==> src/rtl/audio_sample_feeder_pkg.sv <==
// rtl/audio_sample_feeder_pkg.sv - shared types and constants for the audio sample feeder
//
// Purpose: feeder FSM state enum, DAC sample width and underrun counter width.
// Ports: none (package).

package audio_sample_feeder_pkg;

  // Feeder FSM: FILL primes the FIFO, RUN streams samples to the audio controller.
  typedef enum logic {
    FILL = 1'b0,
    RUN  = 1'b1
  } feeder_state_e;

  localparam int SAMPLE_W   = 32;
  localparam int UNDERRUN_W = 16;

  localparam logic [UNDERRUN_W-1:0] UNDERRUN_MAX = '1;

endpackage

==> src/rtl/audio_sample_feeder_fifo.sv <==
// rtl/audio_sample_feeder_fifo.sv - show-ahead sample FIFO with occupancy count
//
// Purpose: DEPTH x W circular buffer. The head entry is visible on head_o
//          whenever the FIFO is non-empty, so a pop consumes it in the same cycle.
// Ports:
//   clk_i      clock, rising edge
//   resetn_i   synchronous active-low reset (clears pointers and count)
//   push_i     write wdata_i (ignored when full)
//   pop_i      drop the head entry (ignored when empty)
//   wdata_i    sample to store
//   head_o     oldest stored sample
//   count_o    occupancy, 0..DEPTH
//   full_o     count_o == DEPTH
//   empty_o    count_o == 0

module sample_fifo
  import audio_sample_feeder_pkg::*;
#(
  parameter int DEPTH = 8,
  parameter int W     = 7
) (
  input  logic                     clk_i,
  input  logic                     resetn_i,
  input  logic                     push_i,
  input  logic                     pop_i,
  input  logic [W-1:0]             wdata_i,
  output logic [W-1:0]             head_o,
  output logic [$clog2(DEPTH):0]   count_o,
  output logic                     full_o,
  output logic                     empty_o
);

  localparam int AW = $clog2(DEPTH);
  localparam int CW = AW + 1;

  logic [W-1:0]  mem_q [DEPTH];
  logic [AW-1:0] wr_ptr_q, wr_ptr_d;
  logic [AW-1:0] rd_ptr_q, rd_ptr_d;
  logic [CW-1:0] count_q, count_d;
  logic          push_ok, pop_ok;

  always_comb begin
    full_o  = (count_q == CW'(DEPTH));
    empty_o = (count_q == '0);
    push_ok = push_i && !full_o;
    pop_ok  = pop_i && !empty_o;

    // DEPTH is a power of two, so the natural AW-bit overflow is the wrap.
    wr_ptr_d = push_ok ? wr_ptr_q + AW'(1) : wr_ptr_q;
    rd_ptr_d = pop_ok  ? rd_ptr_q + AW'(1) : rd_ptr_q;

    count_d = count_q;
    if (push_ok && !pop_ok) begin
      count_d = count_q + CW'(1);
    end else if (pop_ok && !push_ok) begin
      count_d = count_q - CW'(1);
    end

    head_o  = mem_q[rd_ptr_q];
    count_o = count_q;
  end

  always_ff @(posedge clk_i) begin
    if (!resetn_i) begin
      wr_ptr_q <= '0;
      rd_ptr_q <= '0;
      count_q  <= '0;
    end else begin
      wr_ptr_q <= wr_ptr_d;
      rd_ptr_q <= rd_ptr_d;
      count_q  <= count_d;
    end
  end

  // Storage needs no reset: resetting the pointers and count discards contents.
  always_ff @(posedge clk_i) begin
    if (resetn_i && push_ok) begin
      mem_q[wr_ptr_q] <= wdata_i;
    end
  end

endmodule

==> src/rtl/audio_sample_feeder.sv <==
// rtl/audio_sample_feeder.sv - buffers synth samples and feeds the audio DAC controller
//
// Purpose: FIFO-buffered bridge from an unsigned synth sample stream to the
//          32-bit signed stereo audio controller interface, with volume
//          attenuation, mute and underrun counting.
// Ports:
//   CLOCK_50                single clock, rising edge
//   resetn                  synchronous active-low reset
//   sample_in/_valid        offset-binary synth sample and its valid
//   sample_ready            FIFO has room this cycle
//   volume                  arithmetic right shift 0..15 applied on output
//   mute                    force output sample to zero
//   audio_out_allowed       audio controller has DAC FIFO space
//   write_audio_out         one-cycle write strobe to the audio controller
//   left/right_channel_audio_out  signed 32-bit sample (both identical)
//   fill_level              FIFO occupancy
//   underrun_count          saturating underrun event count

module audio_sample_feeder
  import audio_sample_feeder_pkg::*;
#(
  parameter int DEPTH = 8,
  parameter int IN_W  = 7
) (
  input  logic                   CLOCK_50,
  input  logic                   resetn,
  input  logic [IN_W-1:0]        sample_in,
  input  logic                   sample_valid,
  output logic                   sample_ready,
  input  logic [3:0]             volume,
  input  logic                   mute,
  input  logic                   audio_out_allowed,
  output logic                   write_audio_out,
  output logic [SAMPLE_W-1:0]    left_channel_audio_out,
  output logic [SAMPLE_W-1:0]    right_channel_audio_out,
  output logic [$clog2(DEPTH):0] fill_level,
  output logic [UNDERRUN_W-1:0]  underrun_count
);

  localparam int CW = $clog2(DEPTH) + 1;

  feeder_state_e          state_q, state_d;
  logic [SAMPLE_W-1:0]    held_q, held_d;
  logic [UNDERRUN_W-1:0]  urun_q, urun_d;

  logic [IN_W-1:0]        head;
  logic [CW-1:0]          count;
  logic                   full, empty;
  logic                   push, pop, underrun;

  logic [IN_W-1:0]            centered;
  logic signed [SAMPLE_W-1:0] placed;
  logic signed [SAMPLE_W-1:0] shifted;
  logic [SAMPLE_W-1:0]        converted;
  logic [SAMPLE_W-1:0]        sample_out;

  sample_fifo #(
    .DEPTH (DEPTH),
    .W     (IN_W)
  ) u_fifo (
    .clk_i    (CLOCK_50),
    .resetn_i (resetn),
    .push_i   (push),
    .pop_i    (pop),
    .wdata_i  (sample_in),
    .head_o   (head),
    .count_o  (count),
    .full_o   (full),
    .empty_o  (empty)
  );

  always_comb begin
    // Offset-binary to two's complement: flip the MSB, then left-justify.
    centered  = {~head[IN_W-1], head[IN_W-2:0]};
    placed    = {centered, {(SAMPLE_W-IN_W){1'b0}}};
    shifted   = placed >>> volume;
    converted = mute ? '0 : shifted;
  end

  always_comb begin
    sample_ready = resetn && !full;
    push         = sample_valid && sample_ready;

    // Strobe follows allowed with no latency in RUN; reset masks it immediately.
    write_audio_out = resetn && (state_q == RUN) && audio_out_allowed;
    pop             = write_audio_out && !empty;
    underrun        = write_audio_out && empty;

    held_d = pop ? converted : held_q;
    urun_d = (underrun && (urun_q != UNDERRUN_MAX)) ? urun_q + UNDERRUN_W'(1) : urun_q;

    state_d = state_q;
    case (state_q)
      FILL:    if (count >= CW'(DEPTH / 2)) state_d = RUN;
      RUN:     if (underrun)                state_d = FILL;
      default: state_d = FILL;
    endcase

    // A pop shows the fresh conversion this cycle; otherwise (idle or
    // underrun) the last written sample is repeated.
    sample_out = !resetn ? '0 : (pop ? converted : held_q);
  end

  always_ff @(posedge CLOCK_50) begin
    if (!resetn) begin
      state_q <= FILL;
      held_q  <= '0;
      urun_q  <= '0;
    end else begin
      state_q <= state_d;
      held_q  <= held_d;
      urun_q  <= urun_d;
    end
  end

  assign left_channel_audio_out  = sample_out;
  assign right_channel_audio_out = sample_out;
  assign fill_level              = count;
  assign underrun_count          = urun_q;

endmodule

==> config.mk <==
export PLATFORM = sky130hd
export DESIGN_NAME = audio_sample_feeder
export DESIGN_NICKNAME = d
export VERILOG_FILES = /design/src/rtl/audio_sample_feeder_pkg.sv /design/src/rtl/audio_sample_feeder_fifo.sv /design/src/rtl/audio_sample_feeder.sv
export SDC_FILE = /design/constraint.sdc
export NUM_CORES = 1
export LEC_CHECK = 0
export BUFFER_PORTS_ARGS = -buffer_cell sky130_fd_sc_hd__buf_2
export CAP_MARGIN = 30
export CORE_MARGIN = 2
export CORE_UTILIZATION = 50
export CTS_BUF_LIST = sky130_fd_sc_hd__clkbuf_4 sky130_fd_sc_hd__clkbuf_8
export DETAILED_ROUTE_END_ITERATION = 6
export PLACE_DENSITY_LB_ADDON = 0.15
export SYNTH_ARGS = -nofsm -noshare
export SYNTH_HDL_FRONTEND = slang
export SYNTH_SLANG_ARGS = --single-unit
==> constraint.sdc <==
create_clock -name CLOCK_50 -period 6.6 [get_ports CLOCK_50]
set_input_delay 1.32 -clock CLOCK_50 [delete_from_list [all_inputs] [get_ports CLOCK_50]]
set_output_delay 1.32 -clock CLOCK_50 [all_outputs]
set_load 0.1 [all_outputs]
==> results of run 1 <==
worst reg2reg max path, cell delays in order (launching register included):
cell and delay, ns:
dfxtp_1 0.39, or4_1 0.59, nand2_1 0.51, ha_1 0.29, inv_1 0.09, ha_1 0.28, a21o_1 0.17, a21oi_1 0.16
xnor2_1 0.09, or3_1 0.31, a21oi_1 0.15
Yosys cell counts (3+ instances only):
cell	count
dfxtp_1	62
edfxtp_1	56
nor2_1	37
buf_4	33
nand2_1	31
a21oi_1	19
and2_1	15
mux2i_1	12
o21ai_0	12
xor2_1	12
nand3_1	11
nor3_1	9
nand2b_1	8
xnor2_1	8
clkbuf_1	7
buf_2	6
ha_1	6
mux4_2	6
and4_1	5
inv_1	5
mux4_1	5
and3_1	4
mux2_2	4
mux2i_4	4
nand4_1	4
o221ai_1	4
o31ai_1	4
a22oi_1	3
o21ai_1	3
o22ai_1	3
or3_1	3
area by class of cell:
type / count / area [µm²]
clock buffer: 19 / 249
clock inverter: 12 / 136
fill: 881 / 4200
inverter: 6 / 22.5
multi-input combinational: 269 / 2040
sequential: 118 / 2920
tap: 136 / 170
timing repair buffer: 106 / 583
flip-flops by register name (all words and copies together), names as in the netlist, named ones only:
name             count
u_fifo.mem_q        56
held_q              32
underrun_count      16
u_fifo.count_o       4
u_fifo.rd_ptr_q      3
u_fifo.wr_ptr_q      3
state_q              1
power groups by stage:
stage	clock network (mW)	registers, mW	logic [mW]
2_1_floorplan	0	0.839	0.133
3_3_place_gp	0	0.811	0.198
3_5_place_dp	0	0.811	0.204
4_1_cts	0.663	0.795	0.205
5_1_grt	0.694	0.796	0.219
6_report	0.646	0.795	0.207
per-stage QoR:
stage	hold WS (ns)	setup slack, ns
2_1_floorplan	0.454	-0.148
3_3_place_gp	0.451	1.78
5_1_grt	0.497	1.49
6_report	0.466	1.70
4_1_cts	0.473	1.69
3_5_place_dp	0.452	1.70
metal layers:
metal | up-vias | GRT usage | routed length [µm]
met5 | - | 0 | 0
met4 | 0 | 0.0937 | 201
met3 | 16 | 0.0523 | 694
met2 | 143 | 0.301 | 5270
met1 | 1718 | 0.255 | 4760
li1 | 1742 | - | -
worst min-delay path by stage:
stage                   start         to  slack [ns]  cells after the start
floorplan             state_q    state_q        0.45                      1
CTS                 held_q[9]  held_q[9]        0.47                      1
global route        held_q[1]  held_q[1]        0.50                      1
finish              held_q[9]  held_q[9]        0.47                      1
detailed placement  held_q[5]  held_q[5]        0.45                      1
global placement    held_q[9]  held_q[9]        0.45                      1
cell families (layout without fill, tap and decap cells):
| kind of cell | after synthesis | after routing |
|---|---|---|
| and+or+nand+nor | 142 | 142 |
| adders and majority gates | 7 | 7 |
| xor gates and xnor gates | 20 | 20 |
| muxes | 33 | 33 |
| DFF | 118 | 118 |
| buffers and inverters | 55 | 143 |
| AOI/OAI and AO/OA | 67 | 67 |
==> flow_metrics.tcl, run 1 <==
set metrics [dict create \
    status "finished, final reports clean" \
    grt_pass1_vias 3254 \
    comb_power_share 0.125 \
    diodes 0 \
    syn_inst 442 \
    tns_ns 0 \
    rows 37 \
    die_area_mm2 0.0115 \
    p_sw_mw 0.435 \
    worst_pin_slew_ns 0.839 \
    post_cts_buffers 0 \
    swShare 0.264 \
    r2r_slack_ns 3.51 \
    hpwlAfterDp_mm 7.46 \
    mostFrequentLayoutCell "buf_2" \
    drc 0 \
    final_layout_size_suffix_gt1_frac 0.315 \
    max_freq_ghz 0.204 \
    final_hold_viol_count 0 \
    vias 3619 \
    synthArstFlopShare 0 \
    critPathRequiredTime_ns 5.28 \
    power_mw 1.65 \
    cp-end-kind "primary output" \
    synth_edf_count 56 \
    rsz0062_at_grt "false" \
    cts.clk_slew.worst_paths_ns 0.06 \
    drv_slew 0 \
    cp_num_cells 8 \
    relSlewSlack 0.438 \
    ir_worst_vdd_mv 0.157 \
    final_util 0.594 \
    avgViaCountPerCell 5.43 \
    clock_path_buffers 2 \
    final_cell_count_no_fill 666 \
    grt_max_degree 34 \
    grt_antenna_before_repair 0 \
    internal-power_mw 1.21 \
    synth-xor-area-share 0.0329 \
    crit_end "right_channel_audio_out[23]" \
    cts_hold_buf 0 \
    cts_resized 0 \
    ioPinCount 102 \
    crit_arrival_ns 3.58 \
    die_w_um 107 \
    synth-seq-cells 118 \
    synth_area_per_cell_um2 12.1 \
    clkPwrFrac 0.392 \
    io_buffer_count 101 \
    core_mm2 0.0103 \
    drt_iter0_drc 238 \
    cts_tree "done" \
    rr_worst_depth 10 \
    worstHoldPathType "reg2reg" \
    r2r_end "u_fifo.count_o[3]" \
    clockRootBuffer "clkbuf_8" \
    cpPeakStageDelay_ns 0.48 \
    nets 541 \
    fin_crit_ns 4.90 \
    yosysUniqueCellTypes 66 \
    finalCritPeriodShare 0.743 \
    dr.pass1.iters 5 \
    final_area_mm2 0.00613 \
    r2r-start "u_fifo.count_o[0]" \
    timing.max_cap.violations 0 \
    finalSetupViolations 0 \
    synth_area_mm2 0.00533 \
    synth-simple-area-share 0.138 \
    grt_usage 0.195 \
    route.detailed.wl_per_inst_um 16.4 \
    grt_pass1_wl_mm 16.8 \
    start_util 0.516 \
    htreeDepth 4 \
    power_frac_seq 0.482 \
    clock-sinks 118 \
    seq_area_frac_synth 0.549 \
    cpMaxStageDelayCell "buf_2" \
    die_h_um 107 \
    startpoint "resetn" \
    postRouteAntennaNets 0 \
    routed_wl_mm 10.9 \
    synth_top_area_cell "edfxtp_1" \
    powerDensity_mw_per_mm2 269 \
    crit_path_start_kind "input pin" \
    dpl-instance-area_mm2 0.00572 \
    post-place-cells 634 \
    clkLatencyLatePin_ns 0.42 \
    synthFlopType "dfxtp_1" \
    synthMuxAreaShare 0.103 \
    synth-compound-area-share 0.0914 \
    areaGrowthSynthToFinish_pct 15.0 \
    layout_common_cells "buf_2 (101), dfxtp_1 (62), edfxtp_1 (56)" \
    synth_top_area_share 0.316 \
    synth_top_family_by_area "simple AND/OR/NAND/NOR gates" \
    power_leakage_nw 2.46 \
    critical_path_class "in2out" \
    crit_buf_inv 2 \
    skew_ns 0.0118 \
    ys_warn_count 0 \
    gp_congestion 0.922 \
    synth_top_cells_by_area "edfxtp_1 (32%), dfxtp_1 (23%), buf_4 (4.7%)" \
    synth_fa_ha_area_frac 0.0178 \
    critPathTopFamily "simple AND/OR/NAND/NOR gates" \
    overflow 0 \
    cts_buffers 17 \
    cp_max_fo 12 \
    crit_chain "buf_2 > and3_1 > nor3b_2 > nand2b_1 > or3_1 > nand2b_1 > o221ai_1 > buf_2" \
    synth_nets 465 \
]
(Power assumes the default switching activity.)
==> run 2, diff against run 1 <==
Clock period 6.6 ns to 4.37 ns, I/O delays scaled along.
==> run 2 against run 1 <==
  * Highest routed layer unchanged
  * Non-clock buffer count rose by 7
  * Power is 51% higher
  * Die area unchanged
  * Register-to-register slack worse by 2.1 ns
  * Largest power group unchanged
  * Critical path type is now reg2out
  * Critical path depth down 2
  * Worst hold slack improved by 0.017 ns
  * Clock power increased by 48%
  * Via count is 1.5% higher
  * Final cell count up 1.2%
  * First-iteration DRC count shrank 39%
==> flow_metrics.tcl, run 2 (same netlist as run 1, synthesis figures left out) <==
set metrics [dict create \
    clkPwrFrac 0.384 \
    cp-end-kind "primary output" \
    finalSetupViolations 0 \
    swShare 0.260 \
    worst_pin_slew_ns 0.854 \
    crit_chain "mux4_2 > o211a_1 > or2_2 > a21oi_1 > o21a_1 > buf_2" \
    comb_power_share 0.134 \
    cp_max_fo 17 \
    powerDensity_mw_per_mm2 357 \
    cpMaxStageDelayCell "dfxtp_1" \
    avgViaCountPerCell 5.45 \
    finalCritPeriodShare 0.942 \
    core_mm2 0.0103 \
    seqCellArea_mm2 0.00292 \
    skew_ns 0.0106 \
    cpPeakStageDelay_ns 0.81 \
    final_util 0.676 \
    status "finished, final reports clean" \
    multiInputGateArea_mm2 0.00215 \
    gp_congestion 0.842 \
    grt_pass1_vias 3541 \
    rsz0062_at_grt "false" \
    layout_common_cells "dfxtp_1 (62), edfxtp_1 (56), buf_2 (53)" \
    relSlewSlack 0.428 \
    cts_buffers 17 \
    post_cts_buffers 0 \
    grt_usage 0.202 \
    die_w_um 107 \
    drv_slew 0 \
    r2r_end "u_fifo.count_o[3]" \
    timing.max_cap.violations 0 \
    rr_worst_depth 11 \
    ioPinCount 102 \
    top_register "u_fifo.mem_q" \
    hpwlAfterDp_mm 7.76 \
    dpl-instance-area_mm2 0.00659 \
    hold_depth 1 \
    busiest_layer "met2" \
    p_sw_mw 0.647 \
    cts.clk_slew.worst_paths_ns 0.07 \
    r2r_slack_ns 1.43 \
    fillers 762 \
    final_hold_viol_count 0 \
    critPathTopFamily "flip-flops" \
    grtUsageMet2 0.329 \
    power_leakage_nw 2.63 \
    vias 3675 \
    dr.pass1.iters 4 \
    drc 0 \
    largest_register_ffs 56 \
    power_mw 2.49 \
    htreeDepth 4 \
    gr-usage-met3 0.0657 \
    min_from "state_q" \
    die_area_mm2 0.0115 \
    r2r-start "u_fifo.count_o[0]" \
    nets 548 \
    diodes 0 \
    setup_ws_ns 0.251 \
    cts_resized 0 \
    grt_pass1_wl_mm 17.5 \
    ir_worst_vdd_mv 0.184 \
    areaGrowthSynthToFinish_pct 31.0 \
    internal-power_mw 1.84 \
    grt_use_met1 0.247 \
    grt_max_degree 26 \
    whs_endpoint "state_q" \
    drt_iter0_drc 144 \
    route.detailed.wl_per_inst_um 16.5 \
    crit_path_start_kind "flip-flop" \
    clock-sinks 118 \
    worst_hold_slack_ns 0.483 \
    max_freq_ghz 0.243 \
    start_util 0.516 \
    place_ws_ns 0.671 \
    critical_path_class "reg2out" \
    clockRootBuffer "clkbuf_8" \
    grt_antenna_before_repair 0 \
    routed_wl_mm 11.1 \
    overflow 0 \
    die_h_um 107 \
    io_buffer_count 101 \
    crit_arrival_ns 3.24 \
    tns_ns 0 \
    postRouteAntennaNets 0 \
    fin_crit_ns 4.12 \
    worstHoldPathType "reg2reg" \
    cts_hold_buf 0 \
    rows 37 \
    critPathRequiredTime_ns 3.50 \
    mostFrequentLayoutCell "dfxtp_1" \
    final_layout_size_suffix_gt1_frac 0.353 \
    post-place-cells 642 \
    final_area_mm2 0.00698 \
    clkLatencyLatePin_ns 0.43 \
    power_frac_seq 0.482 \
    crit_buf_inv 1 \
    cts_tree "done" \
    final_cell_count_no_fill 674 \
    clock_path_buffers 2 \
]
## run 2: cell count changes in the layout (fill, tap and decap cells not counted), sizes merged
cell / delta
clkinv: -4
clkbuf: +9
clkinvlp: -2
buf: +7
bufinv: -2
## run 2: area by class of cell
| cell class | instances | area share |
|---|---|---|
| flip-flops and latches | 118 | 0.419 |
| multi-input cells | 269 | 0.309 |
| repair buffers | 113 | 0.189 |
| clock buffers | 28 | 0.0498 |
| well taps | 136 | 0.0244 |
| clock inverters | 4 | 0.00645 |
| inverters | 6 | 0.00323 |
## run 2: how the worst max path moves through the flow
stage | start | to | slack (ns) | depth (start not counted)
6_report | flip-flop | right_channel_audio_out[21] | 0.25 | 6
5_1_grt | flip-flop | left_channel_audio_out[29] | 0.08 | 6
3_3_place_gp | audio_out_allowed | right_channel_audio_out[27] | 0.72 | 7
2_1_floorplan | audio_out_allowed | right_channel_audio_out[10] | -0.34 | 6
4_1_cts | flip-flop | left_channel_audio_out[24] | 0.22 | 6
3_5_place_dp | audio_out_allowed | left_channel_audio_out[27] | 0.67 | 7
## run 2: routing by layer
layer	vias up	routed length, µm
met5	-	0
met4	0	116
met3	13	696
met2	124	5420
met1	1780	4910
li1	1758	-
## run 2: power groups by stage
stage / logic (mW) / clock network, mW / registers [mW]
floorplan: 0.210 / 0 / 1.27
global placement: 0.327 / 0 / 1.22
detailed placement: 0.333 / 0 / 1.22
CTS: 0.335 / 0.984 / 1.20
global route: 0.353 / 1.02 / 1.20
finish: 0.334 / 0.957 / 1.20
## run 2: worst reg2reg max path, cell delays in order (launching register included)
cell,delay [ns]
dfxtp_1,0.39
or4_1,0.59
nand2_1,0.13
buf_4,0.24
ha_1,0.21
inv_1,0.09
ha_1,0.29
a21o_1,0.18
a21oi_1,0.19
xnor2_1,0.10
or3_1,0.32
a21oi_1,0.14
